[src/rtl/bsnn_pkg.sv]
// Shared types and constants for the binary-weight integrate-and-fire neuron.
package bsnn_pkg;

   typedef enum logic [1:0] {
      StIdle      = 2'd0,
      StIntegrate = 2'd1,
      StDone      = 2'd2
   } state_t;

   // Saturation limits of a signed value of the given width.
   function automatic int sat_hi(input int unsigned width);
      return (2 ** (width - 1)) - 1;
   endfunction

   function automatic int sat_lo(input int unsigned width);
      return -(2 ** (width - 1));
   endfunction

   // All-ones spike time means the neuron did not fire in the window.
   function automatic logic [31:0] no_fire_time(input int unsigned width);
      return (32'd1 << width) - 32'd1;
   endfunction

endpackage

[src/rtl/bsnn_signed_popcount.sv]
// Signed popcount: +1 per active synapse with weight 1, -1 per active synapse with weight 0.
module bsnn_signed_popcount #(
   parameter int unsigned N_IN = 8
) (
   input  logic [N_IN-1:0]              spikes,
   input  logic [N_IN-1:0]              weights,
   output logic signed [$clog2(N_IN)+1:0] delta
);

   localparam int unsigned DW = $clog2(N_IN) + 2;

   logic [DW-1:0] w_pos;
   logic [DW-1:0] w_neg;

   always_comb begin
      w_pos = '0;
      w_neg = '0;
      for (int i = 0; i < N_IN; i++) begin
         w_pos = w_pos + {{(DW-1){1'b0}}, spikes[i] & weights[i]};
         w_neg = w_neg + {{(DW-1){1'b0}}, spikes[i] & ~weights[i]};
      end
   end

   assign delta = $signed(w_pos - w_neg);

endmodule

[src/rtl/bsnn_if_neuron.sv]
// Integrate-and-fire neuron with binary weights; fires at most once per window and
// reports the integration index of the first threshold crossing.
module bsnn_if_neuron
   import bsnn_pkg::*;
#(
   parameter int unsigned N_IN      = 8,
   parameter int unsigned POT_WIDTH = 8,
   parameter int unsigned WIN_WIDTH = 5
) (
   input  logic                        CLK,
   input  logic                        nRES,
   input  logic                        start,
   input  logic [WIN_WIDTH-1:0]        window_len,
   input  logic signed [POT_WIDTH-1:0] threshold,
   input  logic [N_IN-1:0]             weights,
   input  logic [N_IN-1:0]             spikes_in,
   output logic                        spike_out,
   output logic                        fired,
   output logic [WIN_WIDTH-1:0]        spike_time,
   output logic signed [POT_WIDTH-1:0] potential,
   output logic                        busy,
   output logic                        done
);

   localparam int unsigned DW = $clog2(N_IN) + 2;
   localparam logic signed [POT_WIDTH:0] SatHi = (POT_WIDTH+1)'(sat_hi(POT_WIDTH));
   localparam logic signed [POT_WIDTH:0] SatLo = (POT_WIDTH+1)'(sat_lo(POT_WIDTH));
   localparam logic [WIN_WIDTH-1:0]      NoFire = WIN_WIDTH'(no_fire_time(WIN_WIDTH));

   state_t                        r_state;
   state_t                        w_state_nxt;
   logic [WIN_WIDTH-1:0]          r_timer;
   logic [WIN_WIDTH-1:0]          r_idx;
   logic signed [POT_WIDTH-1:0]   r_thr;
   logic signed [POT_WIDTH-1:0]   r_pot;
   logic                          r_fired;
   logic                          r_spike_out;
   logic [WIN_WIDTH-1:0]          r_spike_time;

   logic signed [DW-1:0]          w_delta;
   logic signed [POT_WIDTH:0]     w_sum;
   logic signed [POT_WIDTH-1:0]   w_pot_sat;
   logic                          w_fire;

   bsnn_signed_popcount #(
      .N_IN (N_IN)
   ) u_popcount (
      .spikes  (spikes_in),
      .weights (weights),
      .delta   (w_delta)
   );

   // One extra bit of headroom so the clamp sees the true sum.
   assign w_sum = {r_pot[POT_WIDTH-1], r_pot}
                + {{(POT_WIDTH+1-DW){w_delta[DW-1]}}, w_delta};

   always_comb begin
      w_pot_sat = w_sum[POT_WIDTH-1:0];
      if (w_sum > SatHi) begin
         w_pot_sat = SatHi[POT_WIDTH-1:0];
      end else if (w_sum < SatLo) begin
         w_pot_sat = SatLo[POT_WIDTH-1:0];
      end
   end

   assign w_fire = (r_state == StIntegrate) && !r_fired && (w_pot_sat >= r_thr);

   always_comb begin
      w_state_nxt = r_state;
      busy        = 1'b0;
      done        = 1'b0;
      unique case (r_state)
         StIdle: begin
            if (start) begin
               w_state_nxt = (window_len == '0) ? StDone : StIntegrate;
            end
         end
         StIntegrate: begin
            busy = 1'b1;
            if (r_timer == WIN_WIDTH'(1)) begin
               w_state_nxt = StDone;
            end
         end
         StDone: begin
            done        = 1'b1;
            w_state_nxt = StIdle;
         end
         default: w_state_nxt = StIdle;
      endcase
   end

   always_ff @(posedge CLK or negedge nRES) begin
      if (!nRES) begin
         r_state      <= StIdle;
         r_timer      <= '0;
         r_idx        <= '0;
         r_thr        <= '0;
         r_pot        <= '0;
         r_fired      <= 1'b0;
         r_spike_out  <= 1'b0;
         r_spike_time <= NoFire;
      end else begin
         r_state     <= w_state_nxt;
         r_spike_out <= 1'b0;
         case (r_state)
            StIdle: begin
               if (start) begin
                  r_timer      <= window_len;
                  r_thr        <= threshold;
                  r_pot        <= '0;
                  r_fired      <= 1'b0;
                  r_spike_time <= NoFire;
                  r_idx        <= '0;
               end
            end
            StIntegrate: begin
               r_pot   <= w_pot_sat;
               r_timer <= r_timer - WIN_WIDTH'(1);
               r_idx   <= r_idx + WIN_WIDTH'(1);
               if (w_fire) begin
                  r_spike_out  <= 1'b1;
                  r_fired      <= 1'b1;
                  r_spike_time <= r_idx;
               end
            end
            default: ;
         endcase
      end
   end

   assign spike_out  = r_spike_out;
   assign fired      = r_fired;
   assign spike_time = r_spike_time;
   assign potential  = r_pot;

endmodule
[config.mk]
export PLATFORM = sky130hd
export DESIGN_NAME = bsnn_if_neuron
export DESIGN_NICKNAME = d
export VERILOG_FILES = /design/src/rtl/bsnn_pkg.sv /design/src/rtl/bsnn_signed_popcount.sv /design/src/rtl/bsnn_if_neuron.sv
export SDC_FILE = /design/constraint.sdc
export NUM_CORES = 1
export LEC_CHECK = 0
export CAP_MARGIN = 20
export CORE_MARGIN = 4
export CORE_UTILIZATION = 40
export CTS_BUF_LIST = sky130_fd_sc_hd__clkbuf_4
export CTS_CLUSTER_SIZE = 24
export DETAILED_ROUTE_END_ITERATION = 7
export PLACE_DENSITY_LB_ADDON = 0.2
export SLEW_MARGIN = 20
export SYNTH_ARGS = -nofsm -noshare
export SYNTH_HDL_FRONTEND = slang
export SYNTH_SLANG_ARGS = --single-unit
[constraint.sdc]
create_clock -name CLK -period 4.1 [get_ports CLK]
set_input_delay 1.025 -clock CLK [delete_from_list [all_inputs] [get_ports CLK]]
set_output_delay 1.025 -clock CLK [all_outputs]
set_load 0.02 [all_outputs]
==> out/results.ini <==
[route]
wl_um = 6680
drtIter0Drc = 81
drtPass1Iterations = 4
antenna_left = 0
vias = 2390
wl_per_cell_um = 14.2
drc = 0
viasPerCell = 5.06

[floorplan]
core_mm2 = 0.00646
die_w_um = 90.0
floorplan.initialDensity_pct = 41.7
rows = 29
die_h_um = 90.0
die_area_mm2 = 0.00811
num_io_pins = 49

[critical_path]
slowest_stage = fa_2
required_ns = 4.38
cp_max_fo = 7
critPathLaunchType = primary input
worstPathBufferInverterCount = 3
cp-end-kind = flop
slowest_delay_ns = 0.53
crit_arrival_ns = 6.87
crit_type = primary input to flop
cp_top_family = adder cells

[sta]
setup_viol = 15
hold_violations = 0
max_slew_margin_pct = 36.9
fmax_ghz = 0.152
rsz0062_at_grt = yes
period_share_pct = 161
fin_crit_ns = 6.58
max_slew.worst_pin.slew_ns = 0.942
maxSlewViolCount = 0
skew_ns = 0.0125
fin_ws_ns = -2.48

[clock_tree]
cts.sinks = 35
clock_path_buffers = 2
numCtsBuffers = 5
htreeDepth = 2
clkTransAtPathRegs_ns = 0.10
cts_tree = built
clock_latency_ns = 0.34
cts_hold_buffers = 0
root_buffer = clkbuf_4

[synthesis]
synth_adder_area_share_pct = 21.5
synth_area_leaders = dfrtp_1, ha_1, fa_1
syn_nets = 364
synthXorXnorAreaFrac_pct = 1.63
synth_most_common_cell = nand2_1
synthTopCellsByCount = nand2_1, inv_1, dfrtp_1, ha_1, o21ai_0
synthMuxAreaShare_pct = 0.511
synth-seq-cells = 35
async_reset_ff_share_pct = 100
syn-instance-count = 293
synth_enable_flop_cells = 0
synth_ff_type = dfrtp_1
netlist.area_leader.share_pct = 27.9
ys_types = 47
synth_simple_gate_area_share_pct = 16.0
synth-seq-area-share_pct = 32.8
netlist_area_mm2 = 0.00269
synth-compound-area-share_pct = 21.6
synth_area_leader_cell = dfrtp_1
synth.avg_cell_area_um2 = 9.19
synth_top_family_by_area = compound AO/OA/AOI/OAI gates
synth_warnings = 0

[placed_design]
io_buffers = 48
dpl.hpwl_um = 4960
place_area_mm2 = 0.00357
gp_congestion = 0.842

[job]
cap_violations = 0

[final_layout]
design_area_mm2 = 0.00388
diodes = 0
nNetsFinal = 465
drive_above_1_share_pct = 28.1
syn2layout_area_growth_pct = 44.0

[global_route]
gr-total-overflow = 0
grt_max_degree = 36
grt_antenna_before_repair = 0
first_global_vias = 2498
grt_usage_pct = 16.7
grt_pass1_wl_um = 11400

[worst_hold_path]
hold_path_class = flop to flop

[outcome]
violations = negative setup slack
outcome = complete, but fails checks

-- worst reg2reg max path: cells and delay by family, from the launching register on --
family / cells / cell delay, ns
AOI/OAI and AO/OA: 10 / 1.49
adders and majority gates: 3 / 0.87
buffers and inverters: 1 / 0.06
DFF: 1 / 0.41
and+or+nand+nor: 3 / 0.54
-- flip-flops by register name, indices dropped and copies added (netlist names) --
| register | count |
|---|---|
| fired | 1 |
| potential | 8 |
| r_idx | 5 |
| r_state | 2 |
| r_thr | 8 |
| r_timer | 5 |
| spike_out | 1 |
| spike_time | 5 |
-- per-layer routing --
metal	global-route usage [%]	part of all wire, %	routed length (um)	up-vias
met3	4.01	4.3	286	4
met1	21.3	45	3020	1125
met5	0	0	0	-
met4	3.44	0.72	48	0
met2	28.6	50	3330	46
li1	-	-	-	1215
-- per-stage QoR --
step / setup WS (ns) / hold WS, ns / TNS, ns / std cells / util, %
after detailed placement: -3.32 / 0.470 / -41.96 / 452 / 55.3
after global routing: -2.69 / 0.517 / -32.42 / 472 / 60.0
after global placement: -3.18 / 0.469 / -40.15 / 452 / 55.3
after floorplan: -2.67 / 0.452 / -30.89 / 293 / -
after CTS: -2.44 / 0.497 / -29.35 / 472 / 59.9
final: -2.48 / 0.489 / -29.80 / 472 / 60.0
-- worst paths after layout --
kind,startpoint,end,slack [ns],cells after the start
min in group asynchronous,nRES,potential[2]$_DFFE_PN0P_,1.08,2
worst max-delay path,spikes_in[0],spike_time[0]$_DFFE_PN1P_,-2.48,26
worst min-delay path,r_thr[0]$_DFFE_PN0P_,r_thr[0]$_DFFE_PN0P_,0.49,2
worst max register to register,potential[0]$_DFFE_PN0P_,spike_time[0]$_DFFE_PN1P_,0.68,17
max in group asynchronous,nRES,spike_time[0]$_DFFE_PN1P_,2.68,2
worst min register to register,r_thr[0]$_DFFE_PN0P_,r_thr[0]$_DFFE_PN0P_,0.49,2
-- layout by cell type (no fill, tap or decap), types with 9 or more instances in the layout --
| cell | n |
|---|---|
| dlygate4sd2_1 | 10 |
| nand2_1 | 40 |
| ha_1 | 22 |
| nor2_1 | 15 |
| buf_4 | 46 |
| a21o_1 | 9 |
| inv_1 | 31 |
| clkdlybuf4s50_1 | 34 |
| o21ai_0 | 21 |
| dfrtp_1 | 30 |
-- cell families after synthesis --
logic type / count (synthesis)
flip-flops: 35
buffers and inverters: 40
adder cells (fa/ha/maj): 39
AO/OA/AOI/OAI: 82
AND/OR/NAND/NOR: 91
multiplexers: 1
XOR/XNOR: 5
-- final cells by class --
cell class | instances | area (um^2)
clock buffers | 5 | 37.5
multi-input cells | 218 | 1850
clock inverters | 3 | 15.0
flip-flops and latches | 35 | 882
inverters | 35 | 131
repair buffers | 99 | 862
fillers | 567 | 2580
well taps | 77 | 96.3
-- repair_timing --
| action | in CTS | in global routing |
|---|---|---|
| gates resized for setup | 64 | 4 |
| buffers inserted | 20 | 4 |
| setup endpoints to repair | 15 | 15 |
| pin swaps | 43 | 23 |
Power is left out: the tool's default activity adds up to more than one toggle a clock period on the data nets, which glitch-free logic cannot reach.
